File: src/rtl/wb_mem_arbiter.sv
// Two-master Wishbone arbiter in front of a single memory controller slave.
// Master 0 is the loader, master 1 the core; ownership is non-preemptive with a strobe timeout.
module wb_mem_arbiter #(
  parameter int DW      = 32,
  parameter int TIMEOUT = 255
) (
  input  logic          clk,
  input  logic          reset,
  input  logic          m0_cyc,
  input  logic          m0_stb,
  input  logic          m0_we,
  input  logic [DW-1:0] m0_adr,
  input  logic [DW-1:0] m0_dat_w,
  output logic [DW-1:0] m0_dat_r,
  output logic          m0_ack,
  output logic          m0_err,
  input  logic          m1_cyc,
  input  logic          m1_stb,
  input  logic          m1_we,
  input  logic [DW-1:0] m1_adr,
  input  logic [DW-1:0] m1_dat_w,
  output logic [DW-1:0] m1_dat_r,
  output logic          m1_ack,
  output logic          m1_err,
  output logic          s_cyc,
  output logic          s_stb,
  output logic          s_we,
  output logic [DW-1:0] s_adr,
  output logic [DW-1:0] s_dat_w,
  input  logic [DW-1:0] s_dat_r,
  input  logic          s_ack,
  output logic [1:0]    grant,
  output logic          busy
);

  typedef enum logic [1:0] {IDLE, OWN0, OWN1} state_t;

  localparam logic [15:0] TMO = 16'(TIMEOUT);

  state_t      state;
  logic        last_owner;
  logic [15:0] cnt;
  logic        own_stb;
  logic        tmo;

  // A coincident s_ack suppresses the timeout, so the access completes normally.
  always_comb begin
    own_stb = 1'b0;
    case (state)
      OWN0:    own_stb = m0_stb;
      OWN1:    own_stb = m1_stb;
      default: own_stb = 1'b0;
    endcase
    tmo = own_stb && !s_ack && (cnt == TMO);
  end

  always_comb begin
    s_cyc    = 1'b0;
    s_stb    = 1'b0;
    s_we     = 1'b0;
    s_adr    = '0;
    s_dat_w  = '0;
    m0_ack   = 1'b0;
    m0_err   = 1'b0;
    m0_dat_r = '0;
    m1_ack   = 1'b0;
    m1_err   = 1'b0;
    m1_dat_r = '0;
    case (state)
      OWN0: begin
        s_cyc    = m0_cyc & ~tmo;
        s_stb    = m0_stb & ~tmo;
        s_we     = m0_we;
        s_adr    = m0_adr;
        s_dat_w  = m0_dat_w;
        m0_ack   = s_ack;
        m0_err   = tmo;
        m0_dat_r = s_dat_r;
      end
      OWN1: begin
        s_cyc    = m1_cyc & ~tmo;
        s_stb    = m1_stb & ~tmo;
        s_we     = m1_we;
        s_adr    = m1_adr;
        s_dat_w  = m1_dat_w;
        m1_ack   = s_ack;
        m1_err   = tmo;
        m1_dat_r = s_dat_r;
      end
      default: ;
    endcase
  end

  // grant/busy are loaded with the decode of the next state so they track state exactly.
  always_ff @(posedge clk) begin
    if (reset) begin
      state      <= IDLE;
      last_owner <= 1'b1;
      cnt        <= '0;
      grant      <= 2'b00;
      busy       <= 1'b0;
    end else begin
      case (state)
        IDLE: begin
          if (m0_cyc && (!m1_cyc || last_owner)) begin
            state      <= OWN0;
            last_owner <= 1'b0;
            grant      <= 2'b01;
            busy       <= 1'b1;
          end else if (m1_cyc) begin
            state      <= OWN1;
            last_owner <= 1'b1;
            grant      <= 2'b10;
            busy       <= 1'b1;
          end
        end
        OWN0: begin
          if (!m0_cyc || tmo) begin
            state <= IDLE;
            grant <= 2'b00;
            busy  <= 1'b0;
          end
        end
        OWN1: begin
          if (!m1_cyc || tmo) begin
            state <= IDLE;
            grant <= 2'b00;
            busy  <= 1'b0;
          end
        end
        default: begin
          state <= IDLE;
          grant <= 2'b00;
          busy  <= 1'b0;
        end
      endcase
      if (state == IDLE || !own_stb || s_ack)
        cnt <= '0;
      else
        cnt <= cnt + 16'd1;
    end
  end

endmodule

File: config.mk
export PLATFORM = sky130hd
export DESIGN_NAME = wb_mem_arbiter
export DESIGN_NICKNAME = d
export VERILOG_FILES = /design/src/rtl/wb_mem_arbiter.sv
export SDC_FILE = /design/constraint.sdc
export NUM_CORES = 1
export LEC_CHECK = 0
export ABC_AREA = 0
export BUFFER_PORTS_ARGS = -buffer_cell sky130_fd_sc_hd__clkbuf_2
export CORE_AREA = 2 2 120 122
export DETAILED_ROUTE_END_ITERATION = 8
export DIE_AREA = 0 0 122 124
export GPL_TIMING_DRIVEN = 0
export SLEW_MARGIN = 20
export SYNTH_ARGS = -nofsm -noshare
export SYNTH_HDL_FRONTEND = slang
export SYNTH_SLANG_ARGS = --single-unit
File: constraint.sdc
create_clock -name clk -period 2.7 [get_ports clk]
set_input_delay 0.27 -clock clk [delete_from_list [all_inputs] [get_ports clk]]
set_output_delay 0.27 -clock clk [all_outputs]
set_load 0.1 [all_outputs]
==> results of run 1 <==
power breakdown:
group	switching (mW)	total [mW]	internal (mW)
combinational	1.28	1.70	0.426
clock	0.112	0.309	0.197
sequential	0.00639	0.310	0.304
total	1.39	2.32	0.927
cell families (layout without fill, tap and decap cells):
family                   after synthesis  after routing  share of synthesized area
XOR/XNOR                               8              8                     0.0284
adder cells (fa/ha/maj)                4              4                     0.0203
AND/OR/NAND/NOR                      188            188                      0.466
AO/OA/AOI/OAI                         87             87                      0.260
multiplexers                           2              2                    0.00811
flip-flops                            20             20                      0.162
buffers and inverters                 36            346                     0.0553
other                                  0              1                          0
sequential cells by signal, indices dropped and copies added, names as in the netlist:
name,count
cnt,16
state,2
last_owner,1
busy,1
layer usage:
layer  track usage  wire length (um)
met5             0                12
met4        0.0216               139
met3        0.0321              1120
met2         0.263              6520
met1         0.200              5340
critical path, stage by stage (launching register included):
cell	delay [ns]
dfxtp_4	0.35
inv_1	0.10
ha_1	0.22
clkbuf_2	0.31
clkbuf_2	0.36
mux2i_1	0.17
nor3b_4	0.19
clkbuf_4	0.35
final timing paths:
path	start	to	slack, ns
setup / recovery	state[0]$_SDFFE_PP0P_	s_cyc	0.11
hold / removal	reset	last_owner$_SDFFE_PP1P_	0.32
setup reg to reg	state[0]$_SDFFE_PP0P_	cnt[14]$_SDFF_PP0_	0.59
hold reg to reg	cnt[0]$_SDFF_PP0_	cnt[0]$_SDFF_PP0_	0.44
metrics by stage:
step | utilization | hold WS (ns) | cells | worst slack, ns
after global routing | 0.341 | 0.351 | 835 | -0.0298
after detailed placement | 0.322 | 0.432 | 831 | -0.322
final | 0.341 | 0.322 | 836 | 0.109
after floorplan | - | 0.390 | 345 | 0.0629
after global placement | 0.322 | 0.431 | 831 | -0.249
after CTS | 0.331 | 0.315 | 835 | 0.0102
cells in the final DEF, fill, tap and decap left out, drive strengths merged, types with 2 or more instances in the layout:
master	instances
clkbuf	328
and2	72
a22oi	67
nor2b	65
dfxtp	20
buf	12
nor2	10
nand2	8
xor2	6
inv	5
and3	5
nand3	5
a21oi	5
or4	5
nor4	4
nand4	4
ha	4
and4	3
o21ai	3
mux2i	2
nor3b	2
o211ai	2
or3	2
a211o	2
o31ai	2
o21a	2
xnor2	2
area by class of cell:
type | count | area [um^2]
diodes | 1 | 2.50
plain buffers | 31 | 133
clock buffers | 3 | 75.1
clock inverters | 1 | 3.75
fillers | 1521 | 9040
inverters | 5 | 18.8
multi-input cells | 289 | 2120
flip-flops and latches | 20 | 408
well taps | 180 | 225
repair buffers | 306 | 1700
what timing repair did:
action | 4_1_cts | 5_1_grt
endpoints found under the setup margin | 99 | 72
setup buffers | 0 | 0
gates resized for setup | 22 | 123
pin swaps | 0 | 0
==> flow_summary.json, run 1 <==
{
  "antenna_found_initial": 2,
  "synth_flop_cell": "dfxtp_1",
  "grt_overflow": 0,
  "cts.htree.levels": 1,
  "drc": 0,
  "critPathRequiredTime_ns": 2.43,
  "grt_usage": 0.153,
  "reg2reg_depth": 6,
  "finalCriticalPeriod_ns": 2.59,
  "synth_seq_area_share": 0.162,
  "hold_buffers": 0,
  "max_slew_margin": 0.456,
  "clockBufferDepth": 2,
  "hold_depth": 3,
  "critPathLaunchType": "register",
  "p_leak_nw": 2.21,
  "power_mw": 2.32,
  "synth_nets": 518,
  "io_pins": 307,
  "port_buffers": 306,
  "synth_area_mm2": 0.00247,
  "yosys.area.top_type": "a22oi_1",
  "final_nets": 829,
  "syn_to_final_growth_pct": 89.8,
  "die_y_um": 124,
  "start_util": 0.180,
  "clk_latency_ns": 0.25,
  "worst_pin_slew_ns": 0.808,
  "finalWirelength_mm": 13.1,
  "synth_top_area_frac": 0.204,
  "ant_nets": 0,
  "grt_pass1_vias": 3292,
  "yosys-top-cells-count": "and2_1, a22oi_1, nor2b_1",
  "rows": 43,
  "fin_crit_sh": 0.959,
  "critical_path_class": "reg2out",
  "final-hold-violation-count": 0,
  "endpoint_kind": "output pin",
  "synthCells": 345,
  "dpl_cell_area_mm2": 0.00442,
  "coreArea_mm2": 0.0137,
  "cts_buffers": 3,
  "outcome": "complete, no violations",
  "peakVddDrop_mv": 0.308,
  "finalMaxSlewViolations": 0,
  "first_pass_iters": 4,
  "clock_sinks": 20,
  "drive_gt1_frac": 0.600,
  "yosysMostFrequentCell": "and2_1",
  "route.vias.total": 3761,
  "ys_seq_elements": 20,
  "die_w_um": 122,
  "min_path_type": "in2reg",
  "yosysWarnings": 0,
  "wl_per_cell_um": 15.7,
  "gp_congestion": 0.841,
  "root_buffer": "clkbuf_16",
  "cap_violations": 0,
  "ys_types": 36,
  "synth_area_leaders": "a22oi_1, and2_1, nor2b_1",
  "grt_pass1_wl_mm": 18.1,
  "final_area_mm2": 0.00468,
  "grt_max_degree": 12,
  "vias_per_cell": 4.50,
  "cts.clk_slew.worst_paths_ns": 0.06,
  "fin_tns_setup_ns": 0,
  "setup_viol": 0,
  "fmax_ghz": 0.386,
  "syn_area_per_cell_um2": 7.15,
  "skew_ns": 0.00514,
  "arrival_ns": 2.32,
  "synth_edf_count": 0,
  "rsz0062_at_grt": "true",
  "die_area_mm2": 0.0151,
  "cts_tree": "yes",
  "hpwl_mm": 11.2,
  "p_per_area_mw_per_mm2": 496,
  "cp_max_fo": 10,
  "synthArstFlopShare": 0,
  "drt_iter0_markers": 184
}
Power figures use the tool's default switching activity.
==> run 2: changes to the inputs <==
--- a/config.mk
+++ b/config.mk
@@ -5,7 +5,7 @@
 export SDC_FILE = /design/constraint.sdc
 export NUM_CORES = 1
 export LEC_CHECK = 0
-export ABC_AREA = 0
+export ABC_AREA = 1
 export BUFFER_PORTS_ARGS = -buffer_cell sky130_fd_sc_hd__clkbuf_2
 export CORE_AREA = 2 2 120 122
 export DETAILED_ROUTE_END_ITERATION = 8
==> run 2 against run 1 <==
Count of clock-buffer cells in the layout did not move. Clock skew decreased by 0.0037 ns. Power rose by 1.4%. Synthesized cell count up 45%. Combinational power shrank 4%. Sequential share of layout area decreased by 0.40 points. Clock power increased by 34%. Flip-flop and latch count stayed put. Core utilization up 1.2 points. Worst hold slack got worse by 0.075 ns. Synthesized area is 3.3% higher. Largest power group unchanged.
==> flow_summary.json, run 2 <==
{
  "outcome": "complete, no violations",
  "route.vias.total": 4051,
  "final-hold-violation-count": 0,
  "intPower_mw": 0.897,
  "diodes": 0,
  "yosys-top-cells-count": "nand2_1, inv_1, a21oi_1",
  "postCtsSetupBuffers": 0,
  "crit_path_top_delay_cell": "buf_2",
  "yosysWarnings": 0,
  "hold_ws_ns": 0.247,
  "cts_buffers": 3,
  "min_to": "state[1]$_SDFFE_PP0P_",
  "synth_seq_area_share": 0.157,
  "layout_common_cells": "clkbuf_2, nand2_1, inv_1, a21oi_2, clkbuf_4",
  "grt_pass1_vias": 3479,
  "first_pass_iters": 4,
  "start_util": 0.186,
  "drt_iter0_markers": 120,
  "synth_edf_count": 0,
  "crit_path_start": "state[0]$_SDFFE_PP0P_",
  "timing.rr.end": "state[0]$_SDFFE_PP0P_",
  "clock_sinks": 20,
  "p_leak_nw": 2.79,
  "setup_ws_ns": 0.129,
  "layout_commonest_cell": "clkbuf_2",
  "die_area_mm2": 0.0151,
  "worstPathCellList": "inv_1, ha_1, inv_1, clkbuf_2, clkbuf_2, a21oi_4, buf_2",
  "reg2reg_depth": 10,
  "antenna_found_initial": 0,
  "synthCells": 501,
  "die_y_um": 124,
  "fmax_ghz": 0.389,
  "root_buffer": "clkbuf_16",
  "p_per_area_mw_per_mm2": 485,
  "min_from": "reset",
  "cpPeakStageDelay_ns": 0.44,
  "yosys.area.top_type": "nand2_1",
  "p_sw_mw": 1.46,
  "coreArea_mm2": 0.0137,
  "max_slew_margin": 0.502,
  "synth_flop_cell": "dfxtp_1",
  "critPathLaunchType": "register",
  "grt_max_degree": 13,
  "finalCriticalPeriod_ns": 2.57,
  "hpwl_mm": 10.9,
  "final_nets": 985,
  "ys_seq_elements": 20,
  "grt_pass1_wl_mm": 17.9,
  "die_w_um": 122,
  "p_clk_frac": 0.176,
  "grt_overflow": 0,
  "dpl_worst_slack_ns": -0.414,
  "critical_path_class": "reg2out",
  "hold_depth": 2,
  "cts.clk_slew.worst_paths_ns": 0.06,
  "clk_latency_ns": 0.25,
  "p_comb_frac": 0.693,
  "min_path_type": "in2reg",
  "syn_area_per_cell_um2": 5.09,
  "skew_ns": 0.00144,
  "cts_tree": "yes",
  "worst_pin_slew_ns": 0.747,
  "hold_buffers": 0,
  "cts.htree.levels": 1,
  "grt_usage": 0.150,
  "endpoint_kind": "output pin",
  "critPathRequiredTime_ns": 2.43,
  "drive_gt1_frac": 0.512,
  "io_pins": 307,
  "fin_crit_sh": 0.952,
  "reg2reg_from": "state[0]$_SDFFE_PP0P_",
  "finalMaxSlewViolations": 0,
  "setup_viol": 0,
  "arrival_ns": 2.30,
  "finalWirelength_mm": 13.1,
  "wl_per_cell_um": 13.2,
  "largest_register": "cnt",
  "vias_per_cell": 4.09,
  "ant_nets": 0,
  "rows": 43,
  "peakVddDrop_mv": 0.314,
  "synth_top_area_frac": 0.321,
  "synth_nets": 674,
  "largest_reg_flops": 16,
  "gp_congestion": 0.808,
  "rsz0062_at_grt": "false",
  "synth_area_leaders": "nand2_1, dfxtp_1, a21oi_1",
  "r2r_slack_ns": 0.98,
  "syn_to_final_growth_pct": 90.3,
  "cap_violations": 0,
  "drc": 0,
  "cp_max_fo": 10,
  "synthArstFlopShare": 0,
  "fillCellCount": 1535,
  "port_buffers": 306,
  "yosysMostFrequentCell": "nand2_1",
  "ys_types": 35,
  "fin_tns_setup_ns": 0,
  "seq_power_share": 0.131,
  "sw_frac_of_total": 0.619,
  "clockBufferDepth": 2,
  "synth_area_mm2": 0.00255,
  "reg_top3": "cnt (16), state (2)"
}
## run 2: cell count changes after synthesis, moves of 5 or more
cell / delta
a21oi_1: +69
and2_1: -72
clkbuf_1: -5
nor2b_1: -65
nor2_1: +12
and3_1: -5
a22oi_1: -67
inv_1: +80
nand2_1: +210
## run 2: logic make-up (layout without fill, tap and decap cells)
family | after synthesis | after routing | synth area share
xor gates and xnor gates | 5 | 5 | 0.0172
DFF | 20 | 20 | 0.157
buffers and inverters | 119 | 429 | 0.182
adders and majority gates | 4 | 4 | 0.0196
AOI/OAI and AO/OA | 81 | 81 | 0.166
and+or+nand+nor | 272 | 272 | 0.458
## run 2: how the worst max path moves through the flow
stage | endpoint | slack (ns) | cells past startpoint
floorplan | s_adr[11] | -0.17 | 6
global placement | s_we | -0.40 | 7
detailed placement | s_we | -0.41 | 7
CTS | s_adr[13] | 0.007 | 7
global route | m1_dat_r[19] | 0.001 | 8
finish | s_adr[15] | 0.13 | 7
## run 2: per-stage QoR
| step | util | power [mW] | std cells | instance area (um^2) |
|---|---|---|---|---|
| finish | 0.354 | 2.35 | 991 | 4850 |
| global route | 0.354 | 2.46 | 991 | 4850 |
| CTS | 0.347 | 2.36 | 991 | 4770 |
| detailed placement | 0.337 | 1.94 | 987 | 4620 |
| global placement | 0.337 | 1.93 | 987 | 4620 |
| floorplan | - | 1.57 | 501 | 2860 |
## run 2: power by group through the flow
| stage | registers, mW | logic, mW | clock network, mW |
|---|---|---|---|
| after floorplan | 0.354 | 1.21 | 0 |
| after global placement | 0.316 | 1.62 | 0 |
| after detailed placement | 0.316 | 1.62 | 0 |
| after CTS | 0.309 | 1.63 | 0.418 |
| after global routing | 0.310 | 1.72 | 0.435 |
| final | 0.309 | 1.63 | 0.413 |
## run 2: critical path: cells and delay by family (launching register included)
family / cells / cell delay [ns]
compound gates: 1 / 0.16
fa+ha+maj: 1 / 0.33
buf+inv: 5 / 1.19
flops: 1 / 0.35
## run 2: metal layers
metal / part of all wire / GRT usage / vias up
met5: 0 / 0 / -
met3: 0.078 / 0.0183 / 5
met4: 0.0042 / 0.0172 / 0
met1: 0.42 / 0.201 / 1749
li1: - / - / 2119
met2: 0.50 / 0.265 / 178
## run 2: what timing repair did
item | CTS | global route
cloned | 0 | 0
endpoints found under the setup margin | 50 | 51
resized for setup | 21 | 76
## run 2: final cells by class
cell class                      count  area, um^2  share of cell area
Inverter                           89         334              0.0689
Timing Repair Buffer              306        1650               0.339
Buffer                             30         143              0.0294
Clock buffer                        3        75.1              0.0155
Clock inverter                      1        30.0             0.00619
Sequential cell                    20         403              0.0831
Multi-Input combinational cell    362        1990               0.411
Tap cell                          180         225              0.0464
